## src/rtl/radio_sched_pkg.sv

```systemverilog
// Shared types and sizing helpers for the frame scheduler.
package radio_sched_pkg;

  typedef enum logic [1:0] {
    IDLE   = 2'd0,
    STREAM = 2'd1,
    GAP    = 2'd2
  } sched_state_t;

  // Idle cycles the windower needs to flush its zero padding.
  function automatic int gap_cycles(input int window_size, input int ser_cyc);
    return ser_cyc * ((window_size - 32'sd1) / 32'sd2) + 32'sd1;
  endfunction

  function automatic int img_len(input int log2_img, input int ser_cyc);
    return 32'sd1 << (log2_img + $clog2(ser_cyc));
  endfunction

endpackage

```

## src/rtl/window_frame_sched_if.sv

```systemverilog
// Source-side FIFO handshake plus the windower input bus.
interface window_frame_sched_if #(
  parameter int NO_SRC = 4,
  parameter int NO_CH  = 2
);
  logic [NO_SRC-1:0]            src_frame_rdy;
  logic [NO_SRC-1:0][NO_CH-1:0] src_data;
  logic [NO_SRC-1:0]            src_pop;
  logic                         win_vld_in;
  logic [NO_CH-1:0]             win_data_in;
  logic                         win_sof;
  logic                         win_eof;

  modport master (
    input  src_frame_rdy, src_data,
    output src_pop, win_vld_in, win_data_in, win_sof, win_eof
  );

  modport slave (
    output src_frame_rdy, src_data,
    input  src_pop, win_vld_in, win_data_in, win_sof, win_eof
  );
endinterface

```

## src/rtl/rr_arbiter.sv

```systemverilog
// Combinational round-robin pick: first requester above 'last', wrapping modulo N.
module rr_arbiter #(
  parameter  int N = 4,
  localparam int W = (N > 1) ? $clog2(N) : 1
) (
  input  logic [N-1:0] req,
  input  logic [W-1:0] last,
  output logic [W-1:0] gnt_idx,
  output logic         any
);

  logic [W-1:0] cand_s;

  // Scan farthest-first so the nearest requester after 'last' overwrites and wins.
  always_comb begin
    gnt_idx = '0;
    any     = 1'b0;
    cand_s  = '0;
    for (int k = N; k >= 1; k--) begin
      cand_s = W'((int'(last) + k) % N);
      if (req[cand_s]) begin
        gnt_idx = cand_s;
        any     = 1'b1;
      end else begin
        any     = any;
      end
    end
  end

endmodule

```

## src/rtl/window_frame_sched.sv

```systemverilog
// Round-robin frame scheduler feeding one serial windower from NO_SRC sources,
// with a fixed idle gap after each frame for the windower flush.
module window_frame_sched
  import radio_sched_pkg::*;
#(
  parameter  int NO_SRC        = 4,
  parameter  int NO_CH         = 2,
  parameter  int LOG2_IMG_SIZE = 10,
  parameter  int SER_CYC       = 1,
  parameter  int WINDOW_SIZE   = 3,
  localparam int SRC_W         = $clog2(NO_SRC)
) (
  input  logic                      clk,
  input  logic                      rst,
  input  logic                      enable,
  window_frame_sched_if.master      bus,
  output logic [SRC_W-1:0]          win_src,
  output logic                      busy,
  output logic [15:0]               frame_cnt
);

  localparam int IMG_LEN = img_len(LOG2_IMG_SIZE, SER_CYC);
  localparam int GAP_CYC = gap_cycles(WINDOW_SIZE, SER_CYC);
  localparam int BEAT_W  = $clog2(IMG_LEN);
  localparam int GAP_W   = $clog2(GAP_CYC + 1);
  localparam logic [BEAT_W-1:0] BEAT_LAST = BEAT_W'(IMG_LEN - 1);
  localparam logic [GAP_W-1:0]  GAP_LAST  = GAP_W'(GAP_CYC - 1);

  sched_state_t         state_r, state_s;
  logic [SRC_W-1:0]     grant_r, last_grant_r, win_src_r;
  logic [BEAT_W-1:0]    beat_r;
  logic [GAP_W-1:0]     gap_r;
  logic [15:0]          frame_cnt_r;
  logic [NO_SRC-1:0]    pop_s;
  logic [SRC_W-1:0]     arb_idx_s;
  logic                 arb_any_s;
  logic                 win_vld_r, win_sof_r, win_eof_r;
  logic [NO_CH-1:0]     win_data_r;

  rr_arbiter #(.N(NO_SRC)) u_arb (
    .req     (bus.src_frame_rdy),
    .last    (last_grant_r),
    .gnt_idx (arb_idx_s),
    .any     (arb_any_s)
  );

  // State register.
  always_ff @(posedge clk) begin
    if (rst) begin
      state_r <= IDLE;
    end else begin
      state_r <= state_s;
    end
  end

  // Next-state logic; the pop is driven straight from state so data lines up next cycle.
  always_comb begin
    state_s = state_r;
    pop_s   = '0;
    case (state_r)
      IDLE: begin
        if (enable && arb_any_s) state_s = STREAM;
        else                     state_s = IDLE;
      end
      STREAM: begin
        pop_s[grant_r] = 1'b1;
        if (beat_r == BEAT_LAST) state_s = GAP;
        else                     state_s = STREAM;
      end
      GAP: begin
        if (gap_r == GAP_LAST) state_s = IDLE;
        else                   state_s = GAP;
      end
      default: state_s = IDLE;
    endcase
  end

  // Grant bookkeeping, beat/gap counters and the completed-frame counter.
  always_ff @(posedge clk) begin
    if (rst) begin
      grant_r      <= '0;
      last_grant_r <= SRC_W'(NO_SRC - 1);
      win_src_r    <= '0;
      beat_r       <= '0;
      gap_r        <= '0;
      frame_cnt_r  <= 16'd0;
    end else begin
      case (state_r)
        IDLE: begin
          if (enable && arb_any_s) begin
            grant_r      <= arb_idx_s;
            last_grant_r <= arb_idx_s;
            win_src_r    <= arb_idx_s;
            beat_r       <= '0;
          end
        end
        STREAM: begin
          beat_r <= beat_r + BEAT_W'(1'b1);
          gap_r  <= '0;
        end
        GAP: begin
          if (gap_r == GAP_LAST) frame_cnt_r <= frame_cnt_r + 16'd1;
          gap_r <= gap_r + GAP_W'(1'b1);
        end
        default: beat_r <= '0;
      endcase
    end
  end

  // Windower input stage: one cycle behind the pop.
  always_ff @(posedge clk) begin
    if (rst) begin
      win_vld_r  <= 1'b0;
      win_data_r <= '0;
      win_sof_r  <= 1'b0;
      win_eof_r  <= 1'b0;
    end else if (state_r == STREAM) begin
      win_vld_r  <= 1'b1;
      win_data_r <= bus.src_data[grant_r];
      win_sof_r  <= (beat_r == '0);
      win_eof_r  <= (beat_r == BEAT_LAST);
    end else begin
      win_vld_r  <= 1'b0;
      win_data_r <= '0;
      win_sof_r  <= 1'b0;
      win_eof_r  <= 1'b0;
    end
  end

  assign bus.src_pop     = pop_s;
  assign bus.win_vld_in  = win_vld_r;
  assign bus.win_data_in = win_data_r;
  assign bus.win_sof     = win_sof_r;
  assign bus.win_eof     = win_eof_r;
  assign win_src         = win_src_r;
  assign busy            = (state_r != IDLE);
  assign frame_cnt       = frame_cnt_r;

endmodule

```

## src/flat_wrapper.sv

```systemverilog
// flat-port wrapper written by rule: the top's interface ports become plain ports
module window_frame_sched_flat import radio_sched_pkg::*;
#(
  parameter  int NO_SRC        = 4,
  parameter  int NO_CH         = 2,
  parameter  int LOG2_IMG_SIZE = 10,
  parameter  int SER_CYC       = 1,
  parameter  int WINDOW_SIZE   = 3,
  localparam int SRC_W         = $clog2(NO_SRC)
)
  (clk, rst, enable, win_src, busy, frame_cnt, bus_src_frame_rdy, bus_src_data, bus_src_pop, bus_win_vld_in, bus_win_data_in, bus_win_sof, bus_win_eof);
  window_frame_sched_if #(.NO_SRC(NO_SRC), .NO_CH(NO_CH)) bus_i ();
  input  logic clk;
  input  logic rst;
  input  logic enable;
  output logic [SRC_W-1:0] win_src;
  output logic busy;
  output logic [15:0] frame_cnt;
  input wire logic [$bits(bus_i.src_frame_rdy)-1:0] bus_src_frame_rdy;
  input wire logic [$bits(bus_i.src_data)-1:0] bus_src_data;
  output wire logic [$bits(bus_i.src_pop)-1:0] bus_src_pop;
  output wire logic [$bits(bus_i.win_vld_in)-1:0] bus_win_vld_in;
  output wire logic [$bits(bus_i.win_data_in)-1:0] bus_win_data_in;
  output wire logic [$bits(bus_i.win_sof)-1:0] bus_win_sof;
  output wire logic [$bits(bus_i.win_eof)-1:0] bus_win_eof;
  assign bus_i.src_frame_rdy = bus_src_frame_rdy;
  assign bus_i.src_data = bus_src_data;
  assign bus_src_pop = bus_i.src_pop;
  assign bus_win_vld_in = bus_i.win_vld_in;
  assign bus_win_data_in = bus_i.win_data_in;
  assign bus_win_sof = bus_i.win_sof;
  assign bus_win_eof = bus_i.win_eof;
  window_frame_sched #(.NO_SRC(NO_SRC), .NO_CH(NO_CH), .LOG2_IMG_SIZE(LOG2_IMG_SIZE), .SER_CYC(SER_CYC), .WINDOW_SIZE(WINDOW_SIZE)) u_core (.clk(clk), .rst(rst), .enable(enable), .bus(bus_i), .win_src(win_src), .busy(busy), .frame_cnt(frame_cnt));
endmodule
```

## config.mk

```make
export PLATFORM = sky130hd
export DESIGN_NAME = window_frame_sched_flat
export DESIGN_NICKNAME = d
export VERILOG_FILES = /design/src/rtl/radio_sched_pkg.sv /design/src/rtl/window_frame_sched_if.sv /design/src/rtl/rr_arbiter.sv /design/src/rtl/window_frame_sched.sv /design/src/flat_wrapper.sv
export SDC_FILE = /design/constraint.sdc
export NUM_CORES = 1
export LEC_CHECK = 0
export CORE_ASPECT_RATIO = 1.5
export CORE_MARGIN = 3
export CORE_UTILIZATION = 52
export DETAILED_ROUTE_END_ITERATION = 8
export DONT_BUFFER_PORTS = 1
export PLACE_DENSITY = 0.67
export SETUP_SLACK_MARGIN = 0.2
export SYNTH_ARGS = -nofsm -noshare
export SYNTH_HDL_FRONTEND = slang
export SYNTH_SLANG_ARGS = --single-unit
```

## constraint.sdc

```tcl
create_clock -name clk -period 2.3 [get_ports clk]
set_input_delay 0.345 -clock clk [delete_from_list [all_inputs] [get_ports clk]]
set_output_delay 0.345 -clock clk [all_outputs]
set_load 0.01 [all_outputs]
```

==> results.txt, run 1 <==
----------------------------------------------------
[Timing]
  Portion of the clock cycle consumed by the worst path in the final layout ... around four fifths
  Min Hold Slack ... between 100 and 150 ps
  Setup_tns ... 0 ps
  Maximum frequency from static timing analysis ... between 0.5 and 0.6 GHz
  Final worst clock skew ... ~5.1 ps
  Actual slew at the worst max-slew pin ... 448 ps
  Crit path time final ... roughly 1900 ps
  Final-report setup violation count ... 0
  Worst relative slew slack ... approximately 70%
  RSZ-0062 raised after global routing ... no
  Pins over their slew limit ... 0
  Final Hold Viols ... 0

[Global route]
  Pin count of the biggest net entering global routing ... 29
  Total overflow reported by the global router ... 0
  Wire length of the first global-routing pass ... between 6000 and 7000 um
  Global router's overall resource usage ... between 10% and 20%
  Number of global-route vias before repair ... about 1600
  Antenna violations before repair ... 0

[Flow run]
  Max cap viols ... 0

[Worst setup path]
  Reg-to-Reg Start ... u_core.state_r[0]
  Crit path launch type ... flop
  Maximum cell stage delay along the critical path ... roughly 500 ps
  Critical Path Stages ... 6
  Terminus of the critical flop-to-flop path ... u_core.frame_cnt[15]
  Critical path launch point ... u_core.state_r[0]
  Crit path DAT ... around 2100 ps
  Cells on worst reg2reg path ... 6
  Crit path buffers/inverters ... 1
  Maximum net fanout on the critical path ... 9
  Reg2reg setup slack ... ~430 ps
  Required time of the critical path ... roughly 2500 ps
  Crit path max-delay family ... simple AND/OR/NAND/NOR gates
  Capture point of the worst path ... u_core.frame_cnt[15]
  Type of element capturing the critical path ... flop
  Critical Setup Path Class ... flop to flop
  Critical-path cell with the highest stage delay ... sky130_fd_sc_hd__or4_1
  Critical-path cell list ... inv_1 > ha_1 > and4_4 > nand3_2 > or4_1 > a21oi_1

[Synth]
  Top post-synthesis cells by area ... sky130_fd_sc_hd__dfxtp_1, sky130_fd_sc_hd__a21oi_1, sky130_fd_sc_hd__ha_1, sky130_fd_sc_hd__xor2_1, sky130_fd_sc_hd__nor2_1
  Share of the yosys chip area belonging to registers ... 41.1%
  Number of enable-type register cells in the synthesized netlist ... 0
  Area share of the leading cell type in the synthesized netlist ... between 40% and 50%
  Proportion of register bits with asynchronous set or reset after synthesis ... 0%
  Mapped Cells ... 218
  Most instantiated cells after synthesis ... sky130_fd_sc_hd__dfxtp_1, sky130_fd_sc_hd__a21oi_1, sky130_fd_sc_hd__nor2_1
  Top cell type by total area after synthesis ... sky130_fd_sc_hd__dfxtp_1
  Leading register cell type out of synthesis ... sky130_fd_sc_hd__dfxtp_1
  Syn Area/Cell ... about 8.7 um2
  Number of nets produced by synthesis ... roughly 240
  Most frequent cell after synthesis ... sky130_fd_sc_hd__dfxtp_1
  Synthesis-stage register bit count ... 39
  Yosys Warn Count ... 0
  Count of unique library cells instantiated by Yosys ... 38
  Synth Cell Area ... 1900 um2

[Worst hold path]
  Type of the tightest min-delay check ... primary input to flop
  Hold path cells ... 1

[Power and ir drop]
  Share of total power in the clock network ... 36.0%
  Fraction of power spent switching nets ... around a quarter
  Internal Dissipation ... approximately 940 uW
  Power per unit of standard cell area ... 615 nW/um2
  Reported net switching power ... around 300 uW
  Sequential share of power ... 57.3%
  Largest vdd supply drop ... ~0.46 mV
  Total design power ... about 1.2 mW
  Leakage power ... between 0.7 and 0.8 nW
  Gate power share ... under 10%

[Clock network]
  Clock network latency to the later pin of the worst-skew pair ... approximately 290 ps
  Post-CTS setup repair buffer count ... 0
  Maximum root-to-sink buffer count ... 2
  Number of buffers created by CTS ... 5
  Clk root buf ... sky130_fd_sc_hd__clkbuf_8
  Clk sink count ... 39
  Clock tree from TritonCTS ... done
  CTS H-tree depth ... 2
  CTS clock-pin slew for the worst setup and hold paths ... 70 ps

[Finish]
  Post-route cell area ... 2010 um2
  Layout overhead on the synthesized area ... 5.60%
  Filler instances ... roughly 340
  # diodes ... 0
  Layout cells sized above 1 ... 9.55%
  Final nets ... around 240

[Detailed routing]
  Average vias per placed instance ... ~6.2
  Number of optimization iterations in the first detailed-route pass ... 4
  Post-DRT Antenna Nets ... 0
  Drt first-iter violations ... 48
  Vias after detailed routing ... about 1600
  Total wire length after detailed routing ... about 4000 um
  Number of remaining DRC errors ... 0
  Mean routed wirelength per cell ... around 15 um

[Placement]
  Port buffer count ... 0
  Detailed placer's ending HPWL ... approximately 3000 um
  Gp weighted congestion ... between 0.7 and 0.8
  Placed inst area ... between 1500 and 2000 um2

[Die]
  Die Width ... around 55 um
  Die outline area ... 4430 um2
  Chip Height ... around 80 um
  Core Footprint ... between 3000 and 4000 um2
  Number of ports placed on the die boundary ... 43
  Cell row count ... 26
  Initial standard-cell utilization of the core ... a little under three fifths

[Run status]
  Result of the run ... finished, final reports clean

----------------------------------------------------
-- cell type report --
class | instances | area, um2 | area share, %
sequential | 39 | 781 | 38.9
tap | 42 | 52.6 | 2.62
multi-input combinational | 160 | 1030 | 51.6
inverter | 11 | 41.3 | 2.06
timing repair buffer | 2 | 15.0 | 0.749
clock buffer | 7 | 76.3 | 3.81
clock inverter | 1 | 5.00 | 0.250
-- per-layer routing --
layer / share of wire, % / wire (um) / up-vias / global-route usage [%]
met5: 0 / 0 / - / 0
met4: 1.5 / 59 / 0 / 8.03
met3: 5.3 / 210 / 6 / 5.34
met2: 55 / 2200 / 48 / 37.1
met1: 38 / 1510 / 787 / 18.8
li1: - / - / 788 / -
-- logic make-up after synthesis --
logic type      count (synthesis)  synth area share (%)
simple gates                   94                  27.5
flops                          39                  41.1
buf+inv                        19                  4.55
compound gates                 46                  14.4
fa+ha+maj                       8                  5.27
mux                             3                  2.96
xor+xnor                        9                  4.15
-- flip-flops by register name (all words and copies together) (netlist names) --
signal / count
u_core.beat_r: 10
u_core.bus.win_data_in: 2
u_core.bus.win_eof: 1
u_core.bus.win_sof: 1
u_core.bus.win_vld_in: 1
u_core.frame_cnt: 16
u_core.gap_r: 2
u_core.grant_r: 2
u_core.last_grant_r: 2
u_core.state_r: 2
-- power groups by stage --
| stage | Combinational (mW) | Sequential [mW] | Clock (mW) |
|---|---|---|---|
| final | 0.0838 | 0.706 | 0.443 |
| after global routing | 0.0941 | 0.709 | 0.478 |
| after CTS | 0.0840 | 0.706 | 0.455 |
| after detailed placement | 0.0833 | 0.722 | 0 |
| after global placement | 0.0794 | 0.721 | 0 |
| after floorplan | 0.0769 | 0.716 | 0 |
-- layout by cell type, fill, tap and decap left out, drive strengths merged, types with 5 or more instances in the layout --
master / instances
and3: 5
inv: 11
nand3: 14
or3: 6
xor2: 9
dfxtp: 39
o21ai: 11
nor2: 19
o31ai: 6
or4: 8
clkbuf: 7
nand2: 17
ha: 8
nand4: 6
a21oi: 22
-- stage by stage --
stage | cells | utilization [%] | setup WS, ps
4_1_cts | 262 | 58.1 | 301
3_5_place_dp | 254 | 55.7 | 420
6_report | 262 | 58.2 | 431
5_1_grt | 262 | 58.2 | 291
2_1_floorplan | 218 | - | 647
3_3_place_gp | 254 | 55.7 | 532
-- repair_timing --
action / 4_1_cts / 5_1_grt
hold buffers: 0 / 0
endpoints found under the setup margin: 0 / 1
resized for setup: 0 / 1
-- worst min-delay path by stage --
| stage | startpoint | slack (ps) | end |
|---|---|---|---|
| after floorplan | u_core.beat_r[8] | 420 | u_core.bus.win_sof |
| after global placement | rst | 420 | u_core.frame_cnt[14] |
| after detailed placement | rst | 420 | u_core.frame_cnt[9] |
| after CTS | rst | 100 | u_core.frame_cnt[9] |
| after global routing | rst | 100 | u_core.frame_cnt[9] |
| final | rst | 110 | u_core.frame_cnt[9] |
No activity file was read; power rests on OpenSTA's default activity.
==> inputs of run 2 (changes only) <==
Settings changed: PLACE_DENSITY 0.67 to 0.7.
Clock period 2.3 ns to 1.7 ns, I/O delays scaled along.
==> run 2 against run 1 <==
  * Clock power is 28% higher
  * Combinational power rose by 130%
  * Global-route usage grew 1.8 points
  * Routed wire length up 16%
  * Critical path type unchanged
==> results.txt, run 2 (synthesized netlist as in run 1, its figures left out) <==
----------------------------------------------------
[Worst hold path]
  Type of the tightest min-delay check ... primary input to flop
  Worst min-delay path startpoint ... rst
  Terminating pin of the worst hold path ... u_core.beat_r[3]
  Hold path cells ... 1

[Timing]
  Crit path time final ... ~1600 ps
  Final worst clock skew ... roughly 4 ps
  Final-report setup violation count ... 0
  Crit path setup slack, layout ... around 140 ps
  Actual slew at the worst max-slew pin ... 703 ps
  RSZ-0062 raised after global routing ... yes
  Maximum frequency from static timing analysis ... around 0.64 GHz
  Final Hold Viols ... 0
  Min Hold Slack ... around 18 ps
  Worst relative slew slack ... between 50% and 60%
  Portion of the clock cycle consumed by the worst path in the final layout ... about nine tenths
  Pins over their slew limit ... 0

[Clock network]
  CTS H-tree depth ... 2
  Clock network latency to the later pin of the worst-skew pair ... 290 ps
  Clk root buf ... sky130_fd_sc_hd__clkbuf_8
  Clock tree from TritonCTS ... done
  Quantity of hold-fixing buffers added after cts ... 0
  Number of buffers created by CTS ... 5
  Clk sink count ... 39
  Maximum root-to-sink buffer count ... 2
  CTS clock-pin slew for the worst setup and hold paths ... approximately 70 ps

[Placement]
  Setup slack after placement ... -18.1 ps
  Port buffer count ... 0
  Detailed placer's ending HPWL ... ~3100 um
  Gp weighted congestion ... roughly 0.8

[Worst setup path]
  Required time of the critical path ... around 1900 ps
  Crit path DAT ... between 1500 and 2000 ps
  Reg2reg setup slack ... roughly 140 ps
  Type of element capturing the critical path ... flop
  Reg-to-Reg Start ... u_core.state_r[0]
  Crit path launch type ... flop
  Critical Setup Path Class ... flop to flop
  Cells on worst reg2reg path ... 6
  Terminus of the critical flop-to-flop path ... u_core.frame_cnt[15]
  Maximum net fanout on the critical path ... 6

[Flow run]
  Max cap viols ... 0

[Power and ir drop]
  Internal Dissipation ... around 1.3 mW
  Gate power share ... 11.1%
  Sequential share of power ... a little under three fifths
  Leakage power ... between 0.8 and 0.9 nW
  Largest vdd supply drop ... between 0.7 and 0.8 mV
  Reported net switching power ... 415 uW
  Share of total power in the clock network ... around a third
  Power per unit of standard cell area ... 703 nW/um2
  Fraction of power spent switching nets ... 24.2%

[Die]
  Chip Height ... between 80 and 90 um
  Core Footprint ... 3450 um2
  Initial standard-cell utilization of the core ... a little under three fifths
  Die outline area ... roughly 4400 um2
  Die Width ... approximately 55 um
  Number of ports placed on the die boundary ... 43
  Cell row count ... 26

[Global route]
  Total overflow reported by the global router ... 0
  Wire length of the first global-routing pass ... roughly 7400 um
  Pin count of the biggest net entering global routing ... 29
  Global router's overall resource usage ... around a fifth
  Number of global-route vias before repair ... roughly 1600
  Antenna violations before repair ... 0

[Detailed routing]
  Number of optimization iterations in the first detailed-route pass ... 4
  Top metal layer carrying routed signals ... met4
  Total wire length after detailed routing ... 4640 um
  Number of remaining DRC errors ... 0
  Post-DRT Antenna Nets ... 0
  Average vias per placed instance ... approximately 6
  Detailed route wirelength on metal2 ... approximately 2500 um
  Met1 WL ... approximately 1800 um
  Vias after detailed routing ... ~1800
  Drt first-iter violations ... 42
  Mean routed wirelength per cell ... 16.0 um
  Routed met3 length ... between 200 and 250 um

[Finish]
  Layout overhead on the synthesized area ... 28.6%
  Final nets ... around 270
  Number of flip-flops under the largest register name ... 16
  Most frequent cells in the layout ... sky130_fd_sc_hd__dfxtp_1, sky130_fd_sc_hd__buf_4, sky130_fd_sc_hd__nor2_1, sky130_fd_sc_hd__nand2_1, sky130_fd_sc_hd__nand3_1
  # diodes ... 0
  Most common cell after layout, fill and taps aside ... sky130_fd_sc_hd__dfxtp_1
  Layout cells sized above 1 ... a little over a third

[Run status]
  Result of the run ... finished, final reports clean

----------------------------------------------------
==> run 2: cell types whose count changed in the layout (fill, tap and decap cells not counted), sizes merged <==
cell      delta
clkinvlp     +1
clkbuf       -1
a21o         +1
inv          -1
clkinv       -1
buf         +28
==> run 2: stage by stage <==
stage / setup TNS, ps / total power, mW / util (%) / std cells / cell area [um2]
2_1_floorplan: 0 / 1.08 / - / 218 / 1940
3_3_place_gp: 0 / 1.09 / 58.9 / 264 / 2030
3_5_place_dp: -18.1 / 1.10 / 58.9 / 264 / 2030
6_report: 0 / 1.72 / 70.8 / 289 / 2440
5_1_grt: 0 / 1.79 / 70.8 / 289 / 2440
4_1_cts: 0 / 1.70 / 66.7 / 285 / 2300
==> run 2: layer usage <==
layer | GRT usage [%] | vias up
li1 | - | 852
met1 | 21.4 | 843
met2 | 39.6 | 53
met3 | 5.99 | 10
met4 | 8.76 | 0
met5 | 0 | -
==> run 2: critical path, stage by stage (launching register included) <==
cell and delay, ps:
sky130_fd_sc_hd__dfxtp_4 360, sky130_fd_sc_hd__inv_4 70, sky130_fd_sc_hd__ha_4 160, sky130_fd_sc_hd__and4_4 260, sky130_fd_sc_hd__nand3_4 100, sky130_fd_sc_hd__or4_4 430, sky130_fd_sc_hd__a21oi_2 120
==> run 2: area by class of cell <==
cell class | instances | area, um2
multi-input combinational | 161 | 1240
tap | 42 | 52.6
fill | 271 | 1010
sequential | 39 | 793
timing repair buffer | 30 | 233
clock buffer | 6 | 72.6
inverter | 11 | 50.0
==> run 2: timing repair <==
| action | in CTS | in global routing |
|---|---|---|
| setup endpoints to repair | 20 | 25 |
| gates cloned | 1 | 0 |
| gates resized for setup | 20 | 35 |
| pin swaps | 7 | 13 |
| endpoints found under the hold margin | 0 | 0 |
| setup buffers | 14 | 4 |
==> run 2: power groups by stage <==
stage                     Sequential [mW]  Combinational [mW]  Clock [mW]
after floorplan                     0.969               0.107           0
after global placement              0.977               0.116           0
after detailed placement            0.978               0.121           0
after CTS                           0.958               0.164       0.582
after global routing                0.963               0.208       0.620
final                               0.960               0.191       0.565
==> run 2: worst max-delay path by stage <==
stage / startpoint / endpoint / slack [ps]
4_1_cts: u_core.state_r[0] / u_core.frame_cnt[13] / 140
6_report: u_core.state_r[0] / u_core.frame_cnt[15] / 140
3_5_place_dp: u_core.state_r[1] / u_core.beat_r[5] / -20
3_3_place_gp: u_core.state_r[1] / u_core.beat_r[7] / 110
5_1_grt: u_core.state_r[0] / u_core.frame_cnt[15] / 50
2_1_floorplan: u_core.state_r[1] / u_core.beat_r[9] / 160
